<file path="config.mk">
export PLATFORM = sky130hd
export DESIGN_NAME = alu_issue_stage
export DESIGN_NICKNAME = d
export VERILOG_FILES = /design/src/rtl/alu_issue_stage.sv
export SDC_FILE = /design/constraint.sdc
export NUM_CORES = 1
export LEC_CHECK = 0
export BUFFER_PORTS_ARGS = -buffer_cell sky130_fd_sc_hd__buf_2
export CORE_MARGIN = 3
export CORE_UTILIZATION = 47
export CTS_CLUSTER_DIAMETER = 40
export DETAILED_ROUTE_END_ITERATION = 8
export GPL_TIMING_DRIVEN = 0
export HOLD_SLACK_MARGIN = 0.1
export PLACE_DENSITY = 0.79
export SLEW_MARGIN = 20
export SYNTH_ARGS = -nofsm -noshare
export SYNTH_HDL_FRONTEND = slang
export SYNTH_SLANG_ARGS = --single-unit
</file>
<file path="constraint.sdc">
create_clock -name clk -period 1.45 [get_ports clk]
set_clock_uncertainty 0.05 [all_clocks]
set_input_delay 0.0725 -clock clk [delete_from_list [all_inputs] [get_ports clk]]
set_output_delay 0.0725 -clock clk [all_outputs]
set_load 0.02 [all_outputs]
</file>
<file path="src/rtl/alu_issue_stage.sv">
// Registered issue/capture wrapper around alu_8bit: valid/ready request in, held result out.
// Optional operand chaining (alu_a from the previous result) is enabled by ALU_ISSUE_CHAIN_EN.
module alu_issue_stage #(
    parameter int COUNT_W = 8
) (
    input  logic               clk,
    input  logic               rst,
    input  logic               in_valid,
    output logic               in_ready,
    input  logic [7:0]         in_a,
    input  logic [7:0]         in_b,
    input  logic [1:0]         in_ms,
    input  logic [1:0]         in_ss,
`ifdef ALU_ISSUE_CHAIN_EN
    input  logic               in_chain,
`endif
    output logic [7:0]         alu_a,
    output logic [7:0]         alu_b,
    output logic [1:0]         alu_ms,
    output logic [1:0]         alu_ss,
    input  logic [7:0]         alu_r,
    output logic               out_valid,
    input  logic               out_ready,
    output logic [7:0]         out_r,
    output logic               out_err,
    output logic [COUNT_W-1:0] op_count
);

    typedef enum logic [1:0] {IDLE, ISSUE, HOLD} state_t;

    state_t     state;
    logic       accept;
    logic       handoff;
    logic [7:0] a_sel;

    assign in_ready = !rst && ((state == IDLE) || (state == HOLD && out_ready));
    assign accept   = in_valid && in_ready;
    assign handoff  = (state == HOLD) && out_ready;

`ifdef ALU_ISSUE_CHAIN_EN
    logic [7:0] last_r;
    // A chained request accepted on the handoff edge must see the result leaving now.
    assign a_sel = in_chain ? (handoff ? out_r : last_r) : in_a;
`else
    assign a_sel = in_a;
`endif

    always_ff @(posedge clk) begin
        if (rst) begin
            state     <= IDLE;
            alu_a     <= '0;
            alu_b     <= '0;
            alu_ms    <= '0;
            alu_ss    <= '0;
            out_valid <= 1'b0;
            out_r     <= '0;
            out_err   <= 1'b0;
            op_count  <= '0;
`ifdef ALU_ISSUE_CHAIN_EN
            last_r    <= '0;
`endif
        end else begin
            if (accept) begin
                alu_a  <= a_sel;
                alu_b  <= in_b;
                alu_ms <= in_ms;
                alu_ss <= in_ss;
            end
            if (handoff) begin
                out_valid <= 1'b0;
                op_count  <= op_count + COUNT_W'(1);
`ifdef ALU_ISSUE_CHAIN_EN
                last_r    <= out_r;
`endif
            end
            case (state)
                IDLE: if (accept) state <= ISSUE;
                ISSUE: begin
                    // Mode 2'b11 is undefined in the ALU: report it and drop its result.
                    out_valid <= 1'b1;
                    out_err   <= (alu_ms == 2'b11);
                    out_r     <= (alu_ms == 2'b11) ? 8'h00 : alu_r;
                    state     <= HOLD;
                end
                HOLD: if (out_ready) state <= accept ? ISSUE : IDLE;
                default: state <= IDLE;
            endcase
        end
    end

endmodule

</file>
==> metrics.txt <==
M1 WL 2180 um; Leakage 1.13 nW; post-synthesis sequential area ratio 48.3%; post-synth top area share 48.3%; synthesized cell area 1660 um2; FP Rows 20; DRT antenna net count 0; max incr delay on CP 0.53 ns; commonest non-fill, non-tap cell in the layout buf_2; IO Count 71; Tcrit/Tclk final 99.3%; Fmax 694 MHz; drt wl/cell 15.0 um; final-report hold violation count 0; Setup WS post-layout 0.00956 ns; nature of the critical path endpoint flop; CTS HTree Levels 2; area leader, netlist dfxtp_1; number of remaining DRC errors 0; Worst-Margin Slew 0.574 ns; largest net degree at the start of global routing 14; commonest non-fill, non-tap cells in the layout 70 x buf_2, 35 x dfxtp_1, 32 x a21oi_1; ratio of cells with drive above 1 in the final layout 35.1%; Worst Path Max Fanout 10; Worst setup SP type input pin; Top delay family on crit path buffers and inverters; CP max stage cell dlygate4sd3_1; cts bufs inserted 5; DIE WIDTH 65.4 um; Worst Path Required 1.69 ns; Global Route Usage Sum 24.0%; initial antenna violation count 0; power per cell area 928 nW/um2; via count 1934; Pre-antenna DRT Iters 5; first-pass GRT wire length 7970 um; NumNets Final 337; # clock sinks 40; fin. max-slew vios 0; number of max-cap violations 0; placeable core area 3200 um2; library cells used by synthesis 28; IO buf count 70; syn nets 221; dpl ws -0.0100 ns; Peak VDD IR 0.683 mV; synth top area cells dfxtp_1 48%, a21oi_1 10%, o31ai_1 10%, nand4_1 8.3%, clkbuf_1 3.4%; via/cell ratio 5.54; Worst-path clk slew 0.12 ns; Placed Area 2060 um2; Max-slew headroom 61.8%; TritonCTS clock tree built; final WL 5230 um; DR WL met2 2570 um; Crit Path Class input pin to flop; Syn-to-layout area delta 55.1%; die area 4280 um2; Critical Path, Cell by Cell dlygate4sd3_1 > buf_2 > or2b_1 > clkbuf_1 > nand4_1 > a21oi_1; Final Core Density 80.4%; Starting Density 51.8%; cells after synthesis 188; Ys Warns 0; CTS max path bufs 2; Post-DP HPWL 2880 um; worst skew pair latency 0.36 ns; DR top layer met4; DR WL met3 397 um; final setup vio count 0; GPL Wtd Cong 0.705; Mean Syn Cell Area 8.82 um2; Worst Path Buf+Inv 3; DR iter-0 viols 100; Yosys reg bits 40; Root Driver clkbuf_4; HP Class input pin to flop; fin cells 349; status complete, no violations; Overflow after GRT 0; post-route cell area 2570 um2; CP arrival 1.68 ns; number of diodes 0; vias in the first global route 1746; Die Span Y 65.4 um; Period minus WS final 1.44 ns; placed cell count 302
## where the power goes
group          internal (W)  switching, W  leakage [nW]
clock              0.000413      0.000391        0.0484
sequential          0.00114     0.0000270         0.329
combinational      0.000190      0.000227         0.754
## final cells by class
type,instances,area [um2]
buffer,16,77.6
tap,44,55.1
fill,227,629
clock buffer,6,51.3
timing repair buffer,111,736
sequential,40,815
multi-input combinational,129,797
inverter,1,3.75
clock inverter,2,38.8
## cell families (layout without fill, tap and decap cells)
family	after synthesis	count (layout)	share of synthesized area [%]
AOI/OAI and AO/OA	61	61	21.9
xor gates and xnor gates	2	2	1.06
and+or+nand+nor	63	64	21.9
buffers and inverters	20	136	5.58
muxes	1	1	0.603
adders and majority gates	1	1	0.754
DFF	40	40	48.3
## layer usage
metal,track usage (%),vias up
li1,-,935
met1,28.1,896
met2,41.7,93
met3,4.96,10
met4,11.4,0
met5,0,-
## path summary, 6_finish.rpt
path | from | endpoint | slack (ns) | cells after the start
setup / recovery | out_ready | alu_a[6] | 0.01 | 6
hold / removal | rst | state[0] | 0.13 | 4
setup reg to reg | state[1] | alu_a[6] | 0.04 | 4
hold reg to reg | out_r[6] | out_r[6] | 0.41 | 2
## metrics by stage
| stage | setup TNS, ns | hold slack [ns] | total power, W |
|---|---|---|---|
| after floorplan | 0 | 0.173 | 0.00139 |
| after global placement | -0.0372 | 0.281 | 0.00151 |
| after detailed placement | -0.0280 | 0.285 | 0.00151 |
| after CTS | 0 | 0.0808 | 0.00236 |
| after global routing | -0.181 | 0.125 | 0.00249 |
| final | 0 | 0.134 | 0.00239 |
## cells in the mapped netlist (all sizes together)
library cell,instances
o31ai,22
nand2,11
xnor2,1
clkbuf,15
nand3b,1
mux2i,1
a21oi,34
ha,1
or2b,1
nor2,6
nand4b,1
xor2,1
nand3,9
or4,2
a211oi,1
buf,4
nand2b,1
nor2b,2
nand4,22
dfxtp,40
or2,1
o21ai,4
inv,1
or3b,1
nor3,1
and2b,1
or3,3
## flip-flops by register name (all words and copies together), names as in the netlist
signal	count
alu_ss	2
state	2
op_count	8
alu_ms	2
out_r	8
alu_a	8
out_err	1
alu_b	8
out_valid	1
## what timing repair did
action                                 CTS  global route
setup endpoints to repair               19            13
pin swaps                                1             1
hold buffers                            30             0
setup buffers                            0            11
endpoints found under the hold margin   30             0
resized for setup                       10            11
gates cloned                             0             1
## worst reg2reg max path: stages, from the launching register on
cell and delay [ns]:
dfxtp_4 0.39, or2b_1 0.18, clkbuf_1 0.35, nand4_1 0.18, a21oi_1 0.19
No activity file was read; power rests on OpenSTA's default activity.
